### src/rtl/mac_kxk_seq.sv
// Sequential KxK multiply-accumulate: one tap product per clock, multi-channel accumulation.
// Optional output saturation with overflow flag when MAC_SAT_EN is defined.
module mac_kxk_seq #(
   parameter int unsigned DATA_W = 8,
   parameter int unsigned K      = 3,
   parameter int unsigned ACC_W  = 24,
   parameter int unsigned OUT_W  = 16
) (
   input  logic                     clk,
   input  logic                     rst,
   input  logic                     in_valid,
   output logic                     in_ready,
   input  logic                     in_last,
   input  logic [K*K*DATA_W-1:0]    data_in,
   input  logic [K*K*DATA_W-1:0]    weight_in,
   output logic                     out_valid,
   input  logic                     out_ready,
   output logic [OUT_W-1:0]         out_data,
   output logic                     ovf
);

   localparam int unsigned NTAP   = K * K;
   localparam int unsigned WIN_W  = NTAP * DATA_W;
   localparam int unsigned PROD_W = 2 * DATA_W;
   localparam int unsigned IDX_W  = $clog2(NTAP + 1);

   typedef enum logic [1:0] {
      IDLE = 2'd0,
      MAC  = 2'd1,
      OUT  = 2'd2
   } state_t;

   state_t                   state_q, state_d;
   logic [WIN_W-1:0]         data_q, data_d;
   logic [WIN_W-1:0]         weight_q, weight_d;
   logic                     last_q, last_d;
   logic [IDX_W-1:0]         idx_q, idx_d;
   logic signed [ACC_W-1:0]  acc_q, acc_d;
   logic [OUT_W-1:0]         out_data_q, out_data_d;
   logic                     ovf_q, ovf_d;
   logic                     in_ready_q, in_ready_d;
   logic                     out_valid_q, out_valid_d;

   logic signed [DATA_W-1:0] d_tap, w_tap;
   logic signed [PROD_W-1:0] prod;
   logic signed [ACC_W-1:0]  sum;
   logic [OUT_W-1:0]         res;
   logic                     res_ovf;
`ifdef MAC_SAT_EN
   logic [ACC_W-OUT_W:0]     sum_hi;
`endif

   // Current tap always sits in the low element; captured windows shift down per tap.
   always_comb begin
      d_tap = data_q[DATA_W-1:0];
      w_tap = weight_q[DATA_W-1:0];
      prod  = PROD_W'(d_tap) * PROD_W'(w_tap);
      sum   = acc_q + ACC_W'(prod);
   end

   // Conversion of the final sum to the output width.
   always_comb begin
`ifdef MAC_SAT_EN
      sum_hi  = sum[ACC_W-1:OUT_W-1];
      res_ovf = !((&sum_hi) || !(|sum_hi));
      if (!res_ovf)
         res = sum[OUT_W-1:0];
      else if (sum[ACC_W-1])
         res = {1'b1, {(OUT_W-1){1'b0}}};
      else
         res = {1'b0, {(OUT_W-1){1'b1}}};
`else
      res     = sum[OUT_W-1:0];
      res_ovf = 1'b0;
`endif
   end

   always_comb begin
      state_d    = state_q;
      data_d     = data_q;
      weight_d   = weight_q;
      last_d     = last_q;
      idx_d      = idx_q;
      acc_d      = acc_q;
      out_data_d = out_data_q;
      ovf_d      = ovf_q;
      unique case (state_q)
         IDLE: begin
            if (in_valid) begin
               data_d   = data_in;
               weight_d = weight_in;
               last_d   = in_last;
               idx_d    = '0;
               state_d  = MAC;
            end
         end
         MAC: begin
            acc_d    = sum;
            data_d   = data_q >> DATA_W;
            weight_d = weight_q >> DATA_W;
            idx_d    = idx_q + IDX_W'(1);
            if (idx_q == IDX_W'(NTAP - 1)) begin
               idx_d = '0;
               if (last_q) begin
                  out_data_d = res;
                  ovf_d      = res_ovf;
                  acc_d      = '0;
                  state_d    = OUT;
               end else begin
                  state_d = IDLE;
               end
            end
         end
         OUT: begin
            if (out_ready) state_d = IDLE;
         end
         default: state_d = IDLE;
      endcase
      in_ready_d  = (state_d == IDLE);
      out_valid_d = (state_d == OUT);
   end

   always_ff @(posedge clk) begin
      if (rst) begin
         state_q     <= IDLE;
         data_q      <= '0;
         weight_q    <= '0;
         last_q      <= 1'b0;
         idx_q       <= '0;
         acc_q       <= '0;
         out_data_q  <= '0;
         ovf_q       <= 1'b0;
         in_ready_q  <= 1'b1;
         out_valid_q <= 1'b0;
      end else begin
         state_q     <= state_d;
         data_q      <= data_d;
         weight_q    <= weight_d;
         last_q      <= last_d;
         idx_q       <= idx_d;
         acc_q       <= acc_d;
         out_data_q  <= out_data_d;
         ovf_q       <= ovf_d;
         in_ready_q  <= in_ready_d;
         out_valid_q <= out_valid_d;
      end
   end

   assign in_ready  = in_ready_q;
   assign out_valid = out_valid_q;
   assign out_data  = out_data_q;
   assign ovf       = ovf_q;

endmodule

### config.mk
export PLATFORM = sky130hd
export DESIGN_NAME = mac_kxk_seq
export DESIGN_NICKNAME = d
export VERILOG_FILES = /design/src/rtl/mac_kxk_seq.sv
export SDC_FILE = /design/constraint.sdc
export NUM_CORES = 1
export LEC_CHECK = 0
export ABC_AREA = 1
export BUFFER_PORTS_ARGS = -buffer_cell sky130_fd_sc_hd__buf_2
export CAP_MARGIN = 20
export CORE_AREA = 2 2 177 179
export CTS_CLUSTER_SIZE = 10
export DETAILED_ROUTE_END_ITERATION = 7
export DIE_AREA = 0 0 179 181
export HOLD_SLACK_MARGIN = 0.03
export PLACE_DENSITY = 0.52
export SLEW_MARGIN = 20
export SYNTH_ARGS = -nofsm -noshare
export SYNTH_HDL_FRONTEND = slang
export SYNTH_SLANG_ARGS = --single-unit
export TNS_END_PERCENT = 1
### constraint.sdc
create_clock -name clk -period 14.05 [get_ports clk]
set_input_delay 2.81 -clock clk [delete_from_list [all_inputs] [get_ports clk]]
set_output_delay 2.81 -clock clk [all_outputs]
set_load 0.05 [all_outputs]
==> results.toml <==
[sta]
report.final.setup_viol = 0
tightest_slew_ps = 1070
rsz0062_at_grt = "false"
period_needed_ps = 5150
hold_viol_final = 0
timing.final.crit_share_pct = 36.7
timing.fmax_mhz = 194
finalMaxSlewViolations = 0
totalNegativeSetupSlack_ps = 0
final.setup_skew_ps = 14.1
timing.max_slew.rel_slack_pct = 28.5
hold_slack_ps = 455

[hold_path]
hold_path_class = "reg2reg"

[final_layout]
nets = 1741
post_route_cells_drive_above_1_share_pct = 14.6
flow.area_growth_from_synthesis_pct = 15.0
utilization_pct = 39.9

[placement]
placed_wire_length_estimate_after_detailed_placement_um = 20200
place.gp.congestion = 0.802
port_buffer_count = 166

[detailed_routing]
drtPass1Iterations = 7
via_per_inst = 4.89
via_count = 9251
post-route-drc-count = 0
finalWirelength_um = 28900
detail_route.wl_per_cell_um = 15.3
detail_route.iter0.violations = 572
final_antenna_net_count = 0

[synth]
ys_top_cells_by_area = "sky130_fd_sc_hd__dfxtp_1 (35%), sky130_fd_sc_hd__fa_1 (13%), sky130_fd_sc_hd__nand2_1 (11%), sky130_fd_sc_hd__a21oi_1 (8.0%), sky130_fd_sc_hd__o21ai_0 (6.8%)"
post_synth_edffs = 0
synth_seq_area_share_pct = 35.2
synth.avg_cell_area_um2 = 7.57
synth_top_cell_area_share_pct = 35.2
asyncSetResetFlopFracSynth_pct = 0
synth.net_count = 1650
syn_inst = 1391
ys_types = 39
synthTopCellsByCount = "sky130_fd_sc_hd__nand2_1 (302), sky130_fd_sc_hd__dfxtp_1 (185), sky130_fd_sc_hd__a21oi_1 (168)"
syn_area_mm2 = 0.0105
yosysMostFrequentCell = "sky130_fd_sc_hd__nand2_1"
synth_seq_cells = 185
dominantRegCellSynth = "sky130_fd_sc_hd__dfxtp_1"
synth_top_area_cell = "sky130_fd_sc_hd__dfxtp_1"
ys_warn_count = 0

[floorplanning]
core_rows = 64
fp.dieH_um = 181
start_util_pct = 34.7
ioPinCount = 168
core_area_mm2 = 0.0303
die-width_um = 179
design.die.area_mm2 = 0.0324

[critical_path]
crit_start = "weight_q[7]"
cp_slowest_stage_delay_ps = 590
timing.reg2reg.worst_path_depth = 16
cp-endpoint = "acc_q[14]"
crit_path_end_kind = "flip-flop"
start_kind = "flip-flop"
r2r_slack_ps = 8900
cp_max_fo = 10
critical_register_to_register_path_endpoint = "acc_q[14]"
cp_data_arrival_time_ps = 5500
worst-setup-path-type = "reg2reg"
critical_path.cell_chain = "clkinv_1 -> or2_2 -> fa_1 -> fa_1 -> inv_1 -> fa_1 -> fa_1 -> fa_1 -> ha_1 -> a21oi_1 -> o21ai_0 -> nand2_1 -> nand3_1 -> xor2_1 -> nand2_1 -> a21oi_1"
reg2reg_from = "weight_q[7]"
worst_path_max_delay_cell = "sky130_fd_sc_hd__fa_1"
critical_path_required_ps = 14400
path_common_cell = "sky130_fd_sc_hd__fa_1"

[power]
pwr-share-seq_pct = 40.9
p_sw_mw = 0.522
comb_power_share_pct = 24.2
ir_drop_v = 0.0000930
clock_power_share_pct = 34.8
total_internal_power_mw = 0.964
power.switching_fraction_pct = 35.1
power.leakage_nw = 5.61
power_density_mw_per_mm2 = 123

[grt]
grt_overflow_total = 0
global_route_wire_length_before_repair_um = 47600
maximum_number_of_pins_on_one_net_before_global_route_repair = 129
groute.usage.overall_pct = 18.4
number_of_global_route_vias_before_repair = 9153
grt_antenna_before_repair = 1

[clocking]
post_cts_buffers = 0
worst_setup_hold_path_clk_slew_ps = 80
htree_num_levels = 4
max-clock-path-buffers = 2
clk_root_buffer_cell = "sky130_fd_sc_hd__clkbuf_16"
ctsHoldBuffers = 0
cts_tree = "done"
worstSkewPairLatency_ps = 440
tritoncts.num_buffers = 17
cts.sink_count = 185
post_cts_resized = 0

[run_status]
status = "finished, final reports clean"

[flow_run]
max_cap_violations = 0
==> through the flow <==
step	setup slack [ps]	instance area, um2	power (mW)	std cells
finish	8900	12100	1.49	1892
global route	8550	12100	1.59	1891
CTS	8890	12100	1.50	1891
detailed placement	8530	11500	0.984	1859
global placement	8540	11500	0.982	1859
floorplan	9470	10500	0.873	1391
==> state kept, by name, summed over array words and instances (netlist names) <==
name	cells
in_ready	1
weight_q	72
idx_q	4
data_q	72
acc_q	16
out_data	16
state_q	2
last_q	1
out_valid	1
==> cells by family (layout without fill, tap and decap cells) <==
logic type | after synthesis | count (layout) | synth area share, %
buffers and inverters | 248 | 352 | 9.55
other | 1 | 2 | 0.0356
adder cells (fa/ha/maj) | 110 | 110 | 18.1
XOR/XNOR | 11 | 11 | 0.915
AND/OR/NAND/NOR | 380 | 380 | 14.2
AO/OA/AOI/OAI | 456 | 456 | 22.0
flip-flops | 185 | 185 | 35.2
==> worst min-delay path by stage <==
stage / slack, ps / endpoint / start / depth (start not counted)
2_1_floorplan: 440 / data_q[10] / data_q[18] / 2
3_3_place_gp: 450 / data_q[31] / data_q[39] / 2
3_5_place_dp: 450 / weight_q[55] / weight_q[63] / 2
4_1_cts: 460 / weight_q[55] / weight_q[63] / 2
5_1_grt: 470 / data_q[16] / data_q[24] / 2
6_report: 460 / weight_q[55] / weight_q[63] / 2
==> power groups by stage <==
stage / logic, mW / registers (mW) / clock network [mW]
CTS: 0.367 / 0.609 / 0.528
global route: 0.418 / 0.615 / 0.554
detailed placement: 0.364 / 0.620 / 0
global placement: 0.361 / 0.621 / 0
floorplan: 0.273 / 0.600 / 0
finish: 0.361 / 0.609 / 0.518
==> critical path, delay by kind of cell, from the launching register on <==
| kind | cells | cell delay [ps] |
|---|---|---|
| adders and majority gates | 6 | 2930 |
| AOI/OAI and AO/OA | 3 | 480 |
| xor gates and xnor gates | 1 | 280 |
| and+or+nand+nor | 4 | 690 |
| DFF | 1 | 340 |
| buffers and inverters | 2 | 360 |
==> area by class of cell <==
type	count	area (um2)
diodes	1	2.50
clock buffers	17	425
clock inverters	15	213
fillers	3143	18200
inverters	147	558
multi-input cells	958	5830
flip-flops and latches	185	3700
well taps	396	495
repair buffers	173	883
==> cell usage in the layout, fill, tap and decap left out, types with 2 or more instances in the layout <==
| cell | instances |
|---|---|
| sky130_fd_sc_hd__nor3_1 | 2 |
| sky130_fd_sc_hd__xnor2_1 | 4 |
| sky130_fd_sc_hd__xor2_1 | 7 |
| sky130_fd_sc_hd__nor2_1 | 49 |
| sky130_fd_sc_hd__ha_1 | 39 |
| sky130_fd_sc_hd__inv_6 | 5 |
| sky130_fd_sc_hd__o21ai_1 | 131 |
| sky130_fd_sc_hd__o21ai_0 | 144 |
| sky130_fd_sc_hd__buf_2 | 166 |
| sky130_fd_sc_hd__buf_4 | 7 |
| sky130_fd_sc_hd__nand3_1 | 16 |
| sky130_fd_sc_hd__dfxtp_1 | 185 |
| sky130_fd_sc_hd__or2_2 | 2 |
| sky130_fd_sc_hd__inv_2 | 4 |
| sky130_fd_sc_hd__fa_1 | 71 |
| sky130_fd_sc_hd__clkinv_8 | 6 |
| sky130_fd_sc_hd__nand3b_1 | 2 |
| sky130_fd_sc_hd__inv_1 | 139 |
| sky130_fd_sc_hd__o21a_1 | 3 |
| sky130_fd_sc_hd__clkbuf_16 | 17 |
| sky130_fd_sc_hd__a21oi_1 | 168 |
| sky130_fd_sc_hd__inv_4 | 2 |
| sky130_fd_sc_hd__nand2_1 | 302 |
| sky130_fd_sc_hd__inv_12 | 2 |
| sky130_fd_sc_hd__o211ai_1 | 2 |
| sky130_fd_sc_hd__a31oi_1 | 2 |
| sky130_fd_sc_hd__nor2_2 | 2 |
==> routing by layer <==
metal	GRT usage, %	vias to the layer above	routed length [um]
met4	3.87	0	366
met5	0	-	0
met1	26.0	4375	13900
met3	3.01	22	1210
li1	-	4682	-
met2	29.6	172	13500
No activity file was read; power rests on OpenSTA's default activity.
